--- config.mk ---
export PLATFORM = sky130hd
export DESIGN_NAME = regfile_mp_flat
export DESIGN_NICKNAME = d
export VERILOG_FILES = /design/src/rtl/regfile_mp_if.sv /design/src/rtl/regfile_mp.sv /design/src/flat_wrapper.sv
export SDC_FILE = /design/constraint.sdc
export NUM_CORES = 1
export LEC_CHECK = 0
export ABC_AREA = 1
export CORE_ASPECT_RATIO = 1.25
export CORE_MARGIN = 2
export CORE_UTILIZATION = 39
export CTS_CLUSTER_DIAMETER = 200
export DETAILED_ROUTE_END_ITERATION = 10
export HOLD_SLACK_MARGIN = 0.03
export MAX_ROUTING_LAYER = met4
export PLACE_DENSITY = 0.61
export SLEW_MARGIN = 40
export SYNTH_ARGS = -nofsm -noshare
export SYNTH_HDL_FRONTEND = slang
export SYNTH_SLANG_ARGS = --single-unit
--- constraint.sdc ---
create_clock -name clock -period 5.55 [get_ports clock]
set_clock_uncertainty 0.05 [all_clocks]
set_input_delay 1.11 -clock clock [delete_from_list [all_inputs] [get_ports clock]]
set_output_delay 1.11 -clock clock [all_outputs]
set_load 0.02 [all_outputs]
--- src/rtl/regfile_mp_if.sv ---
// Bus between decode/write-back and the multi-port register file, plus the debug view.
interface regfile_mp_if #(
  parameter int DATA_W   = 32,
  parameter int NUM_REGS = 8,
  parameter int ADDR_W   = 4
);
  logic [ADDR_W-1:0]          dstE, dstM, srcA, srcB, claim_dst;
  logic [DATA_W-1:0]          valE, valM, valA, valB;
  logic                       claim_en, stallA, stallB;
  logic [NUM_REGS-1:0]        busy;
  logic [NUM_REGS*DATA_W-1:0] regs_flat;

  modport master (
    output dstE, valE, dstM, valM, srcA, srcB, claim_en, claim_dst,
    input  valA, valB, stallA, stallB, busy, regs_flat
  );
  modport slave (
    input  dstE, valE, dstM, valM, srcA, srcB, claim_en, claim_dst,
    output valA, valB, stallA, stallB, busy, regs_flat
  );
endinterface

--- src/rtl/regfile_mp.sv ---
// Two-write / two-read register file with a per-register busy scoreboard.
// Optional same-cycle write-to-read forwarding under `REGFILE_BYPASS_EN.
module regfile_mp #(
  parameter int DATA_W   = 32,
  parameter int NUM_REGS = 8,
  parameter int ADDR_W   = 4
) (
  input logic         clock,
  input logic         reset,
  regfile_mp_if.slave rf
);
  localparam int IDX_W = (NUM_REGS > 1) ? $clog2(NUM_REGS) : 1;

  logic [DATA_W-1:0]   regs [NUM_REGS];
  logic [NUM_REGS-1:0] busyQ;

  // IDs at or above NUM_REGS (including the all-ones "no register" ID) are inert.
  function automatic logic idOk(input logic [ADDR_W-1:0] id);
    return int'(id) < NUM_REGS;
  endfunction

  logic wrE, wrM;
  assign wrE = idOk(rf.dstE);
  assign wrM = idOk(rf.dstM);

  always_ff @(posedge clock) begin
    if (reset) begin
      for (int i = 0; i < NUM_REGS; i++) regs[i] <= '0;
      busyQ <= '0;
    end else begin
      for (int i = 0; i < NUM_REGS; i++) begin
        logic hitE, hitM, setB;
        hitE = wrE && (rf.dstE == ADDR_W'(i));
        hitM = wrM && (rf.dstM == ADDR_W'(i));
        setB = rf.claim_en && (rf.claim_dst == ADDR_W'(i));
        // M overrides E on a same-register collision
        if (hitM)      regs[i] <= rf.valM;
        else if (hitE) regs[i] <= rf.valE;
        // A fresh claim outranks a release: a new producer is in flight.
        if (setB)              busyQ[i] <= 1'b1;
        else if (hitE || hitM) busyQ[i] <= 1'b0;
      end
    end
  end

  logic [1:0][ADDR_W-1:0] src;
  logic [1:0][DATA_W-1:0] rdVal;
  logic [1:0]             rdStall;
  assign src = {rf.srcB, rf.srcA};

  always_comb begin
    for (int p = 0; p < 2; p++) begin
      rdVal[p]   = '0;
      rdStall[p] = 1'b0;
      if (idOk(src[p])) begin
        rdVal[p]   = regs[src[p][IDX_W-1:0]];
        rdStall[p] = busyQ[src[p][IDX_W-1:0]];
`ifdef REGFILE_BYPASS_EN
        if (src[p] == rf.dstM) begin
          rdVal[p]   = rf.valM;
          rdStall[p] = 1'b0;
        end else if (src[p] == rf.dstE) begin
          rdVal[p]   = rf.valE;
          rdStall[p] = 1'b0;
        end
`endif
      end
    end
  end

  assign rf.valA   = rdVal[0];
  assign rf.valB   = rdVal[1];
  assign rf.stallA = rdStall[0];
  assign rf.stallB = rdStall[1];
  assign rf.busy   = busyQ;

  for (genvar g = 0; g < NUM_REGS; g++) begin : gFlat
    assign rf.regs_flat[g*DATA_W +: DATA_W] = regs[g];
  end
endmodule
--- src/flat_wrapper.sv ---
// flat-port wrapper written by rule: the top's interface ports become plain ports
module regfile_mp_flat 
#(
  parameter int DATA_W   = 32,
  parameter int NUM_REGS = 8,
  parameter int ADDR_W   = 4
)
  (clock, reset, rf_dstE, rf_valE, rf_dstM, rf_valM, rf_srcA, rf_srcB, rf_claim_en, rf_claim_dst, rf_valA, rf_valB, rf_stallA, rf_stallB, rf_busy, rf_regs_flat);
  regfile_mp_if #(.DATA_W(DATA_W), .NUM_REGS(NUM_REGS), .ADDR_W(ADDR_W)) rf_i ();
  input logic clock;
  input logic reset;
  input wire logic [$bits(rf_i.dstE)-1:0] rf_dstE;
  input wire logic [$bits(rf_i.valE)-1:0] rf_valE;
  input wire logic [$bits(rf_i.dstM)-1:0] rf_dstM;
  input wire logic [$bits(rf_i.valM)-1:0] rf_valM;
  input wire logic [$bits(rf_i.srcA)-1:0] rf_srcA;
  input wire logic [$bits(rf_i.srcB)-1:0] rf_srcB;
  input wire logic [$bits(rf_i.claim_en)-1:0] rf_claim_en;
  input wire logic [$bits(rf_i.claim_dst)-1:0] rf_claim_dst;
  output wire logic [$bits(rf_i.valA)-1:0] rf_valA;
  output wire logic [$bits(rf_i.valB)-1:0] rf_valB;
  output wire logic [$bits(rf_i.stallA)-1:0] rf_stallA;
  output wire logic [$bits(rf_i.stallB)-1:0] rf_stallB;
  output wire logic [$bits(rf_i.busy)-1:0] rf_busy;
  output wire logic [$bits(rf_i.regs_flat)-1:0] rf_regs_flat;
  assign rf_i.dstE = rf_dstE;
  assign rf_i.valE = rf_valE;
  assign rf_i.dstM = rf_dstM;
  assign rf_i.valM = rf_valM;
  assign rf_i.srcA = rf_srcA;
  assign rf_i.srcB = rf_srcB;
  assign rf_i.claim_en = rf_claim_en;
  assign rf_i.claim_dst = rf_claim_dst;
  assign rf_valA = rf_i.valA;
  assign rf_valB = rf_i.valB;
  assign rf_stallA = rf_i.stallA;
  assign rf_stallB = rf_i.stallB;
  assign rf_busy = rf_i.busy;
  assign rf_regs_flat = rf_i.regs_flat;
  regfile_mp #(.DATA_W(DATA_W), .NUM_REGS(NUM_REGS), .ADDR_W(ADDR_W)) u_core (.clock(clock), .reset(reset), .rf(rf_i));
endmodule
# After elaboration in Yosys (flattened, before gate mapping)
# Memories as Yosys holds them, arrays and structs flattened.
# Index checks and enable logic that the tools add are counted.
classes:
  n_lt_le_gt_ge: 6
  eq_ne: 21
  n_mux: 98
  bitwise_logic: 16
  n_reduce_logical: 43
ops:
  columns: ["op", "count"]
  rows:
  - ["two-way mux 32 bit", 18]
  - ["two-way mux 1 bit", 78]
  - ["equality test 4 x 3 -> 1 bit (second input constant)", 12]
  - ["equality test 4 x 2 -> 1 bit (second input constant)", 6]
  - ["logical AND 1 bit", 24]
  - ["< comparator 4 bit (second input constant)", 4]
  - ["OR 1 bit", 16]
  - ["nonzero test 2 bit", 8]
  - ["equality test 4 x 1 -> 1 bit (second input constant)", 3]
  - ["zero test 4 bit", 3]
  - ["logical OR 1 bit", 8]
  - ["< comparator 3 x 4 -> 1 bit (second input constant)", 2]
  - ["binary-select mux 1 bit (select 3 bit)", 2]
totals:
  ff_bits: 8
  ram_bits: 256
  in_bits: 87
  output_inout_bits: 330
  wordCells: 193
  memories: 1
memory_table:
  columns: ["name", "words", "word_bits", "rd", "rd_clocked_by_memory_dff", "wr", "line_no", "rtl"]
  rows:
  - ["u_core.regs", 8, 32, 10, 0, 8, "regfile_mp.sv:14", "logic [DATA_W-1:0] regs [NUM_REGS];"]

# Logic depth before layout (Yosys ltp)
depth:
  word_depth: 7
  mapped_depth: 9
  mapped_depth_nobuf: 7

# Least setup slack after synthesis
# OpenSTA, ideal clock, no wires.
synth_timing:
  path_type: "input to register"
  startpoint: "input rf_dstE[3]"
  endpoint: "memory u_core.regs[7][0] (enable)"
  setup_time_ps: 432
  arrival_time_ps: 2887
  required_time_ps: 5068
  setup_slack_ps: 2181
  path_stages: 3
  path_buffers: 0
  path_cell_list: "inv_2 -> nand2_2 -> o211ai_1"
synth_rtl:
  columns: ["item", "line_no", "rtl"]
  rows:
  - ["from (decl)", "flat_wrapper.sv:12", "input wire logic [$bits(rf_i.dstE)-1:0] rf_dstE;"]
  - ["to (decl)", "regfile_mp.sv:14", null]

# Final worst setup path
layout_timing:
  startpoint: "input rf_srcB[0]"
  endpoint: "output rf_valB[20]"
layout_via:
  elab_chain_cells: 2
layout_rtl:
  columns: ["item", "line_no", "rtl"]
  rows:
  - ["from (decl)", "flat_wrapper.sv:17", "input wire logic [$bits(rf_i.srcB)-1:0] rf_srcB;"]
  - ["memory read (8 x 32 bit) / < comparator 4 bit (equally long branches)", null, null]
  - ["two-way mux 32 bit *", "regfile_mp.sv:55", "if (idOk(src[p])) begin"]
  - ["to (decl)", "flat_wrapper.sv:21", "output wire logic [$bits(rf_i.valB)-1:0] rf_valB;"]
# Every way passes the cells marked *; elsewhere a longest branch is shown, timed or not.

==> impl_metrics.py <==
metrics = {
    "logic_synthesis": {
        "yosysTopAreaCellShare_pct": 40.0,
        "synth_edf_count": 256,
        "synthFlopType": "edfxtp_1",
        "synthCells": 2962,
        "synth_seq_cells": 264,
        "yosysMostFrequentCell": "nand2_1",
        "synth_area_leaders": "edfxtp_1, nand3_1, nand2_1",
        "yosysTopAreaCell": "edfxtp_1",
        "yosysWarnings": 0,
        "async_flop_share_pct": 0,
        "synth.avg_cell_area_um2": 6.49,
        "synth_seq_area_share_pct": 40.8,
        "mappedNetlistArea_um2": 19200,
        "syn-num-nets": 3049,
        "synthDistinctLibCells": 25,
        "netlist_top_cells_count": "nand2_1, nand3_1, inv_1",
    },
    "worst_setup_path": {
        "slowest_delay_ns": 0.67,
        "critical_path_buf_inv_count": 4,
        "reg2reg_depth": 2,
        "cp_slowest_cell": "clkdlybuf4s50_1",
        "cp_max_fo": 80,
        "cp_cell_sequence": "buf_4, inv_4, buf_12, nand2_1, nand3_1, nand3_1, nand2_1, nor2_1, clkdlybuf4s50_1",
        "start_kind": "primary input",
        "worstPathRequired_ns": 4.39,
        "startpoint": "rf_srcB[0]",
        "critPathTopFamily": "buffers and inverters",
        "cp.arrival_ns": 3.62,
        "rr_startpoint": "u_core.rf.busy[6]",
        "crit_cells": 9,
        "critical_path_class": "primary input to primary output",
        "worst_setup_path_end_kind": "primary output",
    },
    "detailed_routing": {
        "first_pass_iters": 6,
        "routed_wl_mm": 92.4,
        "drt-initial-drc-count": 2853,
        "wl_per_cell_um": 23.6,
        "ant_nets": 0,
        "vias": 22400,
        "via_per_inst": 5.71,
        "drcViolationCount": 0,
    },
    "clocking": {
        "cts_setup_buffers": 0,
        "htreeDepth": 1,
        "clk_latency_ns": 0.57,
        "numCtsBuffers": 30,
        "cts_tree": "done",
        "cts-root-buf": "clkbuf_16",
        "clock-sinks": 264,
        "cts_resized": 0,
        "clkTransAtPathRegs_ns": 0.06,
        "cts_hold_buf": 0,
        "clk_path_buf_depth": 3,
    },
    "floorplan": {
        "ios": 417,
        "coreArea_um2": 48400,
        "fp-row-count": 90,
        "initial_core_util_pct": 39.7,
        "die-width_um": 203,
        "dieArea_um2": 51100,
        "die_height_um": 252,
    },
    "global_route": {
        "grt.total_usage_pct": 35.9,
        "overflow": 0,
        "antenna_found_initial": 1,
        "grt_pass1_wl_mm": 135,
        "grt_pass1_vias": 21600,
        "grt_max_degree": 81,
    },
    "place": {
        "dpl-instance-area_um2": 24000,
        "io_buffer_count": 416,
        "dp_hpwl_mm": 59.2,
        "dp_slack_ns": 1.00,
        "gp_congestion": 0.929,
    },
    "sta": {
        "slew_headroom_pct": 41.3,
        "setup_slack_ns": 0.769,
        "fin_crit_ns": 4.78,
        "hold_viol_final": 0,
        "report.final.slew_viol_count": 0,
        "setup_violations": 0,
        "worst_pin_slew_ns": 0.880,
        "period_share_pct": 86.2,
        "clock.fmax_ghz": 0.209,
        "grt_setup_unrepaired": "no",
        "fin_tns_setup_ns": 0,
        "whs_ns": 0.441,
    },
    "layout": {
        "area_growth_syn_to_layout_pct": 30.1,
        "drive_gt1_share_pct": 4.49,
        "fin_nets": 3337,
        "fin_util_pct": 51.6,
        "fin_area_um2": 25000,
    },
    "power": {
        "power_switching_share_pct": 33.6,
        "intPower_w": 0.00430,
        "p_comb_share_pct": 27.0,
        "p_per_area_nw_per_um2": 259,
        "p_switching_w": 0.00217,
        "leakagePower_nw": 11.4,
        "ir_worst_vdd_mv": 0.288,
        "p_clk_share_pct": 33.7,
        "p_seq_share_pct": 39.3,
    },
    "status": {
        "status": "finished, final reports clean",
    },
    "flow_run": {
        "drv_cap": 0,
    },
    "worst_hold_path": {
        "hp-class": "register to register",
        "hp-start": "u_core.rf.busy[3]",
        "min_delay_path_depth": 2,
    },
}
==> sequential cells by signal, summed over array words and instances, names as in the netlist <==
register and flops:
u_core.rf.busy 8, u_core.regs 256
==> power by group through the flow <==
stage	Sequential, W	Clock [W]	Combinational (W)
2_1_floorplan	0.00270	0	0.000736
3_3_place_gp	0.00258	0	0.00169
3_5_place_dp	0.00257	0	0.00172
4_1_cts	0.00254	0.00217	0.00173
5_1_grt	0.00255	0.00225	0.00187
6_report	0.00254	0.00218	0.00175
==> final cells by class <==
| type | count | area [um^2] |
|---|---|---|
| fill | 4713 | 23400 |
| multi-input combinational | 2046 | 8980 |
| sequential | 264 | 7850 |
| timing repair buffer | 464 | 4650 |
| inverter | 444 | 1680 |
| tap | 644 | 806 |
| clock buffer | 34 | 787 |
| clock inverter | 22 | 256 |
| antenna | 2 | 5.00 |
==> logic make-up after synthesis <==
family,after synthesis,synth area share (%)
simple gates,1944,43.0
buf+inv,652,13.5
flops,264,40.8
compound gates,102,2.71
==> routing by layer <==
layer / global-route usage (%) / share of wire (%) / up-vias
li1: - / - / 9948
met1: 43.1 / 36 / 10400
met2: 58.7 / 47 / 1658
met3: 4.42 / 10 / 352
met4: 20.0 / 5.8 / 0
met5: - / 0 / -
==> cells in the final DEF, fill, tap and decap left out, types with 8 or more instances in the layout <==
master             n
nand2_1          849
nand3_1          691
inv_1            432
clkdlybuf4s50_1  410
nor2_1           363
edfxtp_1         256
o21ai_0           92
buf_4             38
clkbuf_16         31
nor2_4             9
clkinv_1           9
clkinv_2           8
nand3_4            8
nand2_4            8
buf_8              8
dfxtp_1            8
==> stage by stage <==
stage,power [W],instances
after floorplan,0.00344,2962
after global placement,0.00427,3851
after detailed placement,0.00429,3862
after CTS,0.00644,3918
after global routing,0.00667,3919
final,0.00648,3920
==> path summary, 6_finish.rpt <==
check	endpoint	slack, ns
worst max-delay path	rf_valB[20]	0.77
worst min-delay path	u_core.rf.busy[3]	0.44
worst max register to register	u_core.rf.busy[6]	4.78
worst min register to register	u_core.rf.busy[3]	0.44
==> tightest hold or removal path, delay by kind of cell (launching register included) <==
kind,cells,cell delay (ns)
flops,1,0.32
simple gates,2,0.13
(Power assumes the default switching activity.)
==> edit, RTL diff (config.mk and constraints unchanged) <==
`NUM_REGS` is set to 8 in 3 places; all go to 4.
--- a/src/rtl/regfile_mp_if.sv
+++ b/src/rtl/regfile_mp_if.sv
@@ -3,3 +3,3 @@
   parameter int DATA_W   = 32,
-  parameter int NUM_REGS = 8,
+  parameter int NUM_REGS = 4,
   parameter int ADDR_W   = 4
--- a/src/rtl/regfile_mp.sv
+++ b/src/rtl/regfile_mp.sv
@@ -4,3 +4,3 @@
   parameter int DATA_W   = 32,
-  parameter int NUM_REGS = 8,
+  parameter int NUM_REGS = 4,
   parameter int ADDR_W   = 4
--- a/src/flat_wrapper.sv
+++ b/src/flat_wrapper.sv
@@ -4,3 +4,3 @@
   parameter int DATA_W   = 32,
-  parameter int NUM_REGS = 8,
+  parameter int NUM_REGS = 4,
   parameter int ADDR_W   = 4
Ports: changed (resized rf_busy and rf_regs_flat); port bits go from 417 to 285. No check against the original RTL was run, so the function may have changed too.
==> edit against the original RTL <==
Final area shrank 51%. Total power shrank 52%. Largest power group unchanged. Highest routed layer unchanged. Count of clock-buffer cells in the layout shrank 17. Core utilization grew 3.9 points. Critical endpoint is now rf_valB[28]. Critical path type unchanged. Worst setup slack gained 660 ps. Synthesized area shrank 54%. Routed wire length shrank 63%. Sequential cell count shrank 132.
==> edit: results <==
[clocking]
htree_levels = 4
clk_latency_ps = 420
postCtsSetupRepairBufs = 0
clk_path_buf_depth = 2
cts_buffers = 17
cts_root_buf = "clkbuf_16"

[placement]
placed_area_mm2 = 0.0118
io_buffers = 284
gp_congestion = 0.885
post-place-ws_ps = 1190
hpwl_um = 22100

[final_layout]
layout.nets = 1483
drive_gt1_frac = 0.0540
final.fill_count = 2115
finalNonFillerCells = 1691
largest_register_ffs = 128

[worst_setup_path]
critPathMaxStageDelay_ps = 620
cp_max_fo = 80
reg2reg_depth = 2
cp.buffers_inverters = 3
critPathArrivalTime_ps = 2970

[global_routing]
grt_first_pass_wirelength_um = 51600
track_usage = 0.285
use_met3 = 0.0487
grt_use_met1 = 0.350
grt_pass1_vias = 8881
use_met2 = 0.482

[routing]
routed-wl-met3_um = 2580
via_per_inst = 5.53
met2_length_um = 16900
m1WireLength_um = 13800
dr.max_layer_used = "met4"
wl_um = 33900
drtIter0Drc = 858

[synth]
ys_types = 24
synth_common_cells = "198 x nand3_1, 168 x a21oi_1, 140 x inv_1"
synth_edf_count = 128
syn_nets = 1265
synth.yosys.seq_area_share = 0.443
synth.avg_cell_area_um2 = 7.52
synth.area.top_cells = "edfxtp_1 43%, nand3_1 11%, a21oi_1 9.5%, inv_1 5.9%, nor2_1 5.6%"

[power_and_ir_drop]
power.leakage_nw = 4.63
p_sw_frac = 0.306
max-vdd-ir-drop_mv = 0.253

[run_status]
run_status = "finished clean"

[worst_hold_path]
hold_class = "reg -> reg"

[timing]
tightest_slew_ps = 791
==> edit: changes by cell type in the layout (fill, tap and decap cells not counted), moves of 7 or more <==
cell and change:
a21oi_1 +167, buf_4 -19, clkbuf_16 -14, clkdlybuf4s50_1 -130, clkinv_1 -9, edfxtp_1 -128
inv_1 -292, nand2_1 -735, nand3_1 -494, nand3_4 -7, nor2_1 -230, o211ai_1 +65
o21ai_0 -14, o21ai_1 +15
==> edit: power by group through the flow <==
stage,Sequential [mW],Clock (mW),Combinational (mW)
after CTS,1.25,1.10,0.755
after detailed placement,1.27,0,0.752
final,1.25,1.09,0.754
after global placement,1.27,0,0.750
after floorplan,1.35,0,0.291
after global routing,1.26,1.14,0.810
==> edit: worst reg2reg max path, cell delays in order, from the launching register on <==
cell,delay [ps]
dfxtp_1,430
nand3_1,110
a21oi_1,130
==> edit: kinds of logic after synthesis <==
logic type      synth area share
compound gates             0.207
buf+inv                    0.118
flops                      0.443
simple gates               0.233
==> edit: path summary, 6_finish.rpt <==
path | to | slack (ps) | startpoint
max | rf_valB[28] | 1420 | rf_srcB[0]
min | u_core.rf.busy[3] | 450 | u_core.rf.busy[3]
max reg2reg | u_core.rf.busy[0] | 4760 | u_core.rf.busy[0]
min reg2reg | u_core.rf.busy[3] | 450 | u_core.rf.busy[3]
==> edit: layout make-up <==
| type | count | area, um2 | share of cell area |
|---|---|---|---|
| antenna | 1 | 2.50 | 0.000202 |
| tap | 283 | 354 | 0.0286 |
| multi-input combinational | 798 | 3950 | 0.319 |
| clock inverter | 13 | 138 | 0.0111 |
| timing repair buffer | 305 | 3050 | 0.246 |
| sequential | 132 | 3920 | 0.317 |
| clock buffer | 17 | 425 | 0.0344 |
| inverter | 142 | 534 | 0.0432 |
